**config.mk**
```make
export PLATFORM = sky130hd
export DESIGN_NAME = pwm_fade_ctrl
export DESIGN_NICKNAME = d
export VERILOG_FILES = /design/src/rtl/pwm_ctrl_pkg.sv /design/src/rtl/pwm_step_timer.sv /design/src/rtl/pwm_fade_ctrl.sv
export SDC_FILE = /design/constraint.sdc
export NUM_CORES = 1
export LEC_CHECK = 0
export CAP_MARGIN = 5
export CELL_PAD_IN_SITES_DETAIL_PLACEMENT = 1
export CELL_PAD_IN_SITES_GLOBAL_PLACEMENT = 1
export CORE_MARGIN = 10
export CORE_UTILIZATION = 40
export CTS_CLUSTER_SIZE = 10
export DETAILED_ROUTE_END_ITERATION = 10
export HOLD_SLACK_MARGIN = 0.02
export PLACE_DENSITY_LB_ADDON = 0.08
export SYNTH_ARGS = -nofsm -noshare
export SYNTH_HDL_FRONTEND = slang
export SYNTH_SLANG_ARGS = --single-unit
```
**constraint.sdc**
```tcl
create_clock -name clk -period 7.45 [get_ports clk]
set_input_delay 1.49 -clock clk [delete_from_list [all_inputs] [get_ports clk]]
set_output_delay 1.49 -clock clk [all_outputs]
set_load 0.02 [all_outputs]
```
**src/rtl/pwm_ctrl_pkg.sv**
```systemverilog
// pwm_ctrl_pkg -- shared definitions for the PWM fade controller.
//   fade_state_e : FSM state encoding for pwm_fade_ctrl.
//   sat_sub      : saturating subtract. Returns 0 where a plain subtract
//                  would wrap below zero.
package pwm_ctrl_pkg;

    typedef enum logic [2:0] {
        ST_IDLE    = 3'd0,
        ST_UP      = 3'd1,
        ST_HOLD_HI = 3'd2,
        ST_DOWN    = 3'd3,
        ST_HOLD_LO = 3'd4
    } fade_state_e;

    // The operands are 32 bits wide so the helper works for any CTR_LEN.
    // It also keeps large channel offsets from aliasing before the compare.
    function automatic logic [31:0] sat_sub(input logic [31:0] a, input logic [31:0] b);
        return (a > b) ? (a - b) : 32'd0;
    endfunction

endpackage

```
**src/rtl/pwm_step_timer.sv**
```systemverilog
// pwm_step_timer -- free-running PWM period counter and level-step tick.
//   clk_i       : clock
//   rst_i       : synchronous active-high reset; sets the counter to 0 so it
//                 stays aligned with the PWM counter
//   step_tick_o : high for one clk on the last count (pcnt == max) of every
//                 STEP_PERIODS-th period
module pwm_step_timer #(
    parameter int CTR_LEN      = 8,
    parameter int STEP_PERIODS = 4
) (
    input  logic clk_i,
    input  logic rst_i,
    output logic step_tick_o
);

    localparam int                 PW       = (STEP_PERIODS > 1) ? $clog2(STEP_PERIODS) : 1;
    localparam logic [CTR_LEN-1:0] PCNT_MAX = '1;
    localparam logic [PW-1:0]      PER_LAST = PW'(STEP_PERIODS - 1);

    logic [CTR_LEN-1:0] pcnt_q;
    logic [PW-1:0]      per_q;
    logic               wrap;

    assign wrap = (pcnt_q == PCNT_MAX);

    always_ff @(posedge clk_i) begin
        if (rst_i) begin
            pcnt_q <= '0;
            per_q  <= '0;
        end else begin
            pcnt_q <= pcnt_q + 1'b1;
            if (wrap) per_q <= (per_q == PER_LAST) ? '0 : per_q + 1'b1;
        end
    end

    // The tick sits on the final count of a period. Anything registered on
    // this tick therefore becomes visible from pcnt == 0 of the next period.
    assign step_tick_o = wrap && (per_q == PER_LAST);

endmodule

```
**src/rtl/pwm_fade_ctrl.sv**
```systemverilog
// pwm_fade_ctrl -- multi-channel PWM compare generator. The shared level
// ramps up, holds, ramps down and holds again, repeating until told to stop.
// Channel i trails the shared level by i*CH_OFFSET, which forms a gradient.
//   clk        : clock
//   rst        : synchronous active-high reset
//   start      : one-cycle request to begin the loop (used only in IDLE)
//   stop       : one-cycle request to fade out gracefully to IDLE
//   compare    : registered per-channel compare values, channel i at
//                [i*CTR_LEN +: CTR_LEN]
//   level      : current shared level
//   busy       : state is not IDLE
//   cycle_done : one-clk pulse on each entry to HOLD_LO
module pwm_fade_ctrl
    import pwm_ctrl_pkg::*;
#(
    parameter int CTR_LEN      = 8,
    parameter int NUM_CH       = 8,
    parameter int STEP_PERIODS = 4,
    parameter int HOLD_STEPS   = 16,
    parameter int CH_OFFSET    = 16
) (
    input  logic                      clk,
    input  logic                      rst,
    input  logic                      start,
    input  logic                      stop,
    output logic [NUM_CH*CTR_LEN-1:0] compare,
    output logic [CTR_LEN-1:0]        level,
    output logic                      busy,
    output logic                      cycle_done
);

    localparam int                 HW        = (HOLD_STEPS > 1) ? $clog2(HOLD_STEPS) : 1;
    localparam logic [HW-1:0]      HOLD_LAST = HW'(HOLD_STEPS - 1);
    localparam logic [CTR_LEN-1:0] LVL_MAX   = '1;
    localparam logic [CTR_LEN-1:0] LVL_ONE   = CTR_LEN'(1);

    fade_state_e                     state_q, state_d;
    logic [CTR_LEN-1:0]              level_q, level_d;
    logic [HW-1:0]                   hold_q, hold_d;
    logic                            stop_pend_q, stop_pend_d;
    logic                            busy_q, cdone_q, cdone_d;
    logic [NUM_CH-1:0][CTR_LEN-1:0]  compare_q, compare_d;
    logic                            step_tick;
    logic                            fade_out;

    pwm_step_timer #(
        .CTR_LEN      (CTR_LEN),
        .STEP_PERIODS (STEP_PERIODS)
    ) u_timer (
        .clk_i       (clk),
        .rst_i       (rst),
        .step_tick_o (step_tick)
    );

    // A stop that lands on the tick cycle itself takes effect on that tick.
    assign fade_out = stop_pend_q | stop;

    always_comb begin
        state_d     = state_q;
        level_d     = level_q;
        hold_d      = hold_q;
        cdone_d     = 1'b0;
        stop_pend_d = stop_pend_q | (stop && (state_q != ST_IDLE));
        case (state_q)
            ST_IDLE: begin
                // A simultaneous start and stop leaves the controller idle.
                stop_pend_d = 1'b0;
                if (start && !stop) begin
                    state_d = ST_UP;
                    level_d = '0;
                    hold_d  = '0;
                end
            end
            ST_UP: if (step_tick) begin
                if (fade_out) begin
                    state_d = ST_DOWN;
                end else if (level_q >= LVL_MAX - 1'b1) begin
                    level_d = LVL_MAX;
                    state_d = ST_HOLD_HI;
                    hold_d  = '0;
                end else begin
                    level_d = level_q + 1'b1;
                end
            end
            ST_HOLD_HI: if (step_tick) begin
                if (fade_out || hold_q == HOLD_LAST) begin
                    state_d = ST_DOWN;
                    hold_d  = '0;
                end else begin
                    hold_d = hold_q + 1'b1;
                end
            end
            ST_DOWN: if (step_tick) begin
                // The <= 1 test also covers entering DOWN at level 0 (stop
                // raised early in UP), so the decrement cannot wrap.
                if (level_q <= LVL_ONE) begin
                    level_d = '0;
                    state_d = ST_HOLD_LO;
                    hold_d  = '0;
                    cdone_d = 1'b1;
                end else begin
                    level_d = level_q - 1'b1;
                end
            end
            ST_HOLD_LO: if (step_tick) begin
                if (fade_out) begin
                    state_d     = ST_IDLE;
                    stop_pend_d = 1'b0;
                end else if (hold_q == HOLD_LAST) begin
                    state_d = ST_UP;
                    hold_d  = '0;
                end else begin
                    hold_d = hold_q + 1'b1;
                end
            end
            default: state_d = ST_IDLE;
        endcase
    end

    // Compare values come from the next level. They are registered on the
    // same edge as the level, so a new value starts exactly at pcnt == 0.
    for (genvar g = 0; g < NUM_CH; g++) begin : g_ch
        assign compare_d[g] = CTR_LEN'(sat_sub(32'(level_d), 32'(g * CH_OFFSET)));
    end

    always_ff @(posedge clk) begin
        if (rst) begin
            state_q     <= ST_IDLE;
            level_q     <= '0;
            hold_q      <= '0;
            stop_pend_q <= 1'b0;
            busy_q      <= 1'b0;
            cdone_q     <= 1'b0;
            compare_q   <= '0;
        end else begin
            state_q     <= state_d;
            level_q     <= level_d;
            hold_q      <= hold_d;
            stop_pend_q <= stop_pend_d;
            busy_q      <= (state_d != ST_IDLE);
            cdone_q     <= cdone_d;
            compare_q   <= compare_d;
        end
    end

    assign compare    = compare_q;
    assign level      = level_q;
    assign busy       = busy_q;
    assign cycle_done = cdone_q;

endmodule

```
Yosys cells after proc, flatten, opt, wreduce, memory -nomap -nowiden
Index checks and enable logic that the tools add are counted.

word-level totals
  register bits after elaboration = 92
  input port bits = 4
  word-level logic and storage cells = 121

cells by class
  add/sub/neg operators = 12
  magnitude comparators = 10
  eq/ne operators = 16
  muxes and demuxes = 36
  bitwise gates (word level) = 12
  reductions and logical operators = 19

operator list
  operator                                                                         count
  8-bit 2-to-1 mux                                                                 6
  4-bit 2-to-1 mux                                                                 11
  3-bit 2-to-1 mux                                                                 11
  8-bit by 7-bit greater-than comparator with 1-bit output, second input constant  4
  8-bit by 7-bit subtractor with 8-bit output, second input constant               4
  8-bit one-hot mux with 3 select lines                                            1
  4-bit one-hot mux with 5 select lines                                            1
  2-bit != test, second input constant                                             9
  8-bit by 1-bit adder with 8-bit output, second input constant                    2
  8-bit by 6-bit greater-than comparator with 1-bit output, second input constant  2
  2-bit OR reduction                                                               8
  8-bit by 6-bit subtractor with 8-bit output, second input constant               2
  3-bit one-hot mux with 5 select lines                                            1
  1-bit NOT                                                                        10
  10-bit AND reduction                                                             1
  8-bit equality test, second input constant                                       1
  8-bit greater-or-equal comparator, second input constant                         1
  8-bit by 1-bit greater-than comparator with 1-bit output, second input constant  1
  8-bit by 5-bit greater-than comparator with 1-bit output, second input constant  1
  8-bit by 1-bit <= comparator with 1-bit output, second input constant            1
  8-bit by 1-bit subtractor with 8-bit output, second input constant               1
  8-bit by 5-bit subtractor with 8-bit output, second input constant               1
  3-bit by 2-bit equality test with 1-bit output, second input constant            2
  3-bit nonzero test                                                               2
  other kinds (16)                                                                 21

Logic depth before layout (Yosys ltp)
  word-level depth = 8
  depth in mapped cells = 16

Hierarchy
Synthesis repeated with hierarchy kept, for this count alone.

second synthesis, totals
  cells, all modules = 438
  area, all modules = 4125.2 um^2

by module, submodules not included
  module          instances  cells an instance  area an instance (um^2)
  pwm_fade_ctrl   1          392                3703.6
  pwm_step_timer  1          46                 421.7

Least setup slack after synthesis
Ideal clock, no wire load.

  kind = input to register
  start = in stop
  end = reg compare_q, in the netlist compare[31]
  setup time = 0.073 ns
  arrival time = 4.059 ns
  required time = 7.377 ns
  setup slack = 3.318 ns
  cell stages on the path = 11
  path buffers = 1
  path through = or2_2 -> clkbuf_1 -> nor3_1 -> a22o_1 -> nand2_1 -> a32oi_1 -> inv_1 -> ha_1 -> a21boi_0 -> a311o_1 -> nor3_2

on the way
  longest elaborated chain between the ends = 7

ends and longest elaborated chain
  what                                                      RTL line                                  source
  start: declaration                                        pwm_fade_ctrl.sv:25                       input logic stop,
  1-bit bitwise OR or 1-bit zero test (tied branches)       pwm_fade_ctrl.sv:56, pwm_fade_ctrl.sv:68
  8-bit 2-to-1 mux or 1-bit logical AND (tied branches)     pwm_fade_ctrl.sv:75, pwm_fade_ctrl.sv:68
  8-bit 2-to-1 mux, on equally long branches                pwm_fade_ctrl.sv:74, pwm_fade_ctrl.sv:68
  8-bit one-hot mux with 3 select lines (*)                 pwm_fade_ctrl.sv:64                       case (state_q)
  net level_d[6]                                            pwm_fade_ctrl.sv:38                       logic [CTR_LEN-1:0] level_q, level_d;
  8-bit by 6-bit greater-than comparator with 1-bit output  pwm_ctrl_pkg.sv:18                        return (a > b) ? (a - b) : 32'd0;
  1-bit NOT (no source line)                                n/a
  2-bit OR reduction (no source line)                       n/a
  end signal: assignment                                    pwm_fade_ctrl.sv:142                      compare_q <= compare_d;
  end: declaration                                          pwm_fade_ctrl.sv:42                       logic [NUM_CH-1:0][CTR_LEN-1:0] compare_q, compare_d;

The timed path passes the listed nets; every way through them passes the cells marked *.
A chain may end at the register's enable or synchronous reset.

Worst setup path after layout
Ends and elaborated chain as after synthesis.

==> impl_metrics.yaml <==
status:
  status: "complete, no violations"
global_routing:
  grt_pass1_vias: 3604
  antenna_found_initial: 0
  overflow: 0
  grt_pass1_wl_mm: 20.7
  grt_max_degree: 44
  grt_usage_pct: 17.7
route:
  viasPerCell: 5.42
  drc_errors: 0
  routed-via-count: 3547
  drt-total-wl_mm: 12.6
  drtIter0Drc: 248
  drtPass1Iterations: 4
  ant_nets: 0
  avgRoutedWirePerCell_um: 19.3
setup_path:
  end_kind: "register"
  crit_end: "compare[31]"
  r2r-end: "compare[31]"
  ff2ff_setup_slack_ns: 3.21
  crit_arrival_ns: 5.17
  r2r_start: "level[1]"
  crit_path_start_kind: "input port"
  reg2reg_depth: 12
  crit_start: "stop"
  cp.required_ns: 7.76
  path_class: "in2reg"
  cp_max_fo: 10
finish:
  drive_above_1_share_pct: 8.24
  final_cell_mix: "dfxtp_1 (92), nor2_1 (80), clkdlybuf4s50_1 (77)"
  layout_commonest_cell: "dfxtp_1"
  final_area_sq_um: 5110
  nNetsFinal: 540
  antennaDiodeCount: 0
  area_growth_pct: 25.3
timing:
  tightest_slew_ns: 0.704
  finalCritPeriodShare_pct: 65.1
  min_period_ns: 4.85
  setup_viol: 0
  fin_tns_setup_ns: 0
  fmax_mhz: 206
  skew_ns: 0.00983
  rsz0062_at_grt: "false"
  maxSlewHeadroom_pct: 53.1
  finalMaxSlewViolations: 0
  hold_viol: 0
die:
  core_sq_um: 9860
  die_w_um: 121
  row_count: 36
  pin_count: 78
  die_y_um: 121
  die_area_sq_um: 14600
  start_util_pct: 41.4
power:
  ir_drop_mv: 0.125
  p_leak_uw: 0.00183
  cellPowerDensity_nw_per_um2: 173
  finalPower_uw: 887
cts:
  cts_tree: "built"
  htreeDepth: 3
  post_cts_buffers: 0
  cts.sinks: 92
  ctsResizeCount: 0
  ctsHoldBuffers: 0
  clk_path_buf_depth: 2
  clkTransAtPathRegs_ns: 0.10
  root_buffer: "clkbuf_8"
  clkLatencyLatePin_ns: 0.37
  numCtsBuffers: 9
placement:
  post_dp_cell_area_sq_um: 4900
  place_hpwl_mm: 9.26
  port_buffers: 77
  place_congestion: 0.934
logic_synthesis:
  synth_edf_count: 0
  netlist_area_sq_um: 4080
  ys_types: 68
  synth_area_leaders: "dfxtp_1 (45%), nor2_1 (7.4%), ha_1 (5.8%)"
  ys_seq_area_share_pct: 45.1
  ys.warnings.count: 0
  async_flop_share_pct: 0
  yosys_most_used_dff: "dfxtp_1"
  synth-seq-cells: 92
  syn-num-nets: 473
  synth_top_area_cell: "dfxtp_1"
  syn_inst: 450
  synth_top_area_share_pct: 45.1
  syn_area_per_cell_sq_um: 9.07
worst_hold_path:
  min_path_type: "reg2reg"
  holdCritStartpoint: "u_timer.pcnt_q[0]"
flow_run:
  cap_violations: 0
-- layer usage --
metal	global-route usage [%]	share of wire, %
met1	23.7	47
met2	27.3	46
met3	4.75	5.9
met4	5.35	1.1
met5	0	0
-- worst min path at each step --
| stage | endpoint | slack [ns] | cells after the start |
|---|---|---|---|
| 2_1_floorplan | u_timer.pcnt_q[0] | 0.43 | 1 |
| 6_report | u_timer.pcnt_q[0] | 0.46 | 1 |
| 4_1_cts | u_timer.pcnt_q[0] | 0.47 | 1 |
| 3_5_place_dp | u_timer.pcnt_q[0] | 0.45 | 1 |
| 5_1_grt | u_timer.pcnt_q[0] | 0.49 | 1 |
| 3_3_place_gp | u_timer.pcnt_q[0] | 0.44 | 1 |
-- power breakdown --
part	internal (uW)	leakage, uW	total (uW)	switching [uW]
Sequential	494	0.000742	497	2.88
Combinational	11.2	0.000987	30.6	19.4
Clock	169	0.000102	360	191
Total	674	0.00183	887	213
-- sequential cells by signal, indices dropped and copies added, names as in the netlist --
register        count
busy                1
compare            64
cycle_done          1
hold_q              4
level               8
state_q             3
stop_pend_q         1
u_timer.pcnt_q      8
u_timer.per_q       2
-- synthesized netlist by cell type (all sizes together), types with 11 or more instances --
cell type,number
o21ai,19
ha,19
inv,18
nand3,11
nor3,18
nor2,81
buf,15
a21oi,24
nand2,19
dfxtp,92
-- per-stage QoR --
stage	util (%)	setup slack (ns)	hold WS (ns)	std cells
global placement	49.7	2.39	0.440	639
floorplan	-	3.32	0.426	450
CTS	51.8	2.63	0.470	655
detailed placement	49.7	2.28	0.449	639
global route	51.8	2.27	0.493	655
finish	51.8	2.60	0.461	655
-- critical path, cell delays in order --
cell             delay, ns
clkdlybuf4s50_1       0.50
or2_2                 0.40
nor3_1                0.48
a22o_1                0.24
nand2_1               0.05
a32oi_1               0.52
inv_1                 0.35
ha_1                  0.32
a21boi_0              0.13
a311o_1               0.46
nor3_2                0.20
-- final cells by class --
class / instances / area (sq um)
fillers: 1138 / 4750
multi-input cells: 317 / 2040
flip-flops and latches: 92 / 1840
repair buffers: 79 / 786
well taps: 133 / 166
clock buffers: 11 / 141
inverters: 18 / 67.6
clock inverters: 5 / 66.3
-- logic make-up (layout without fill, tap and decap cells) --
family | count (synthesis) | count (layout) | share of synthesized area, %
AO/OA/AOI/OAI | 95 | 95 | 17.0
XOR/XNOR | 11 | 11 | 2.36
adder cells (fa/ha/maj) | 19 | 19 | 5.82
buffers and inverters | 41 | 113 | 4.81
flip-flops | 92 | 92 | 45.1
multiplexers | 1 | 1 | 0.245
AND/OR/NAND/NOR | 191 | 191 | 24.7
Power figures use the tool's default switching activity.
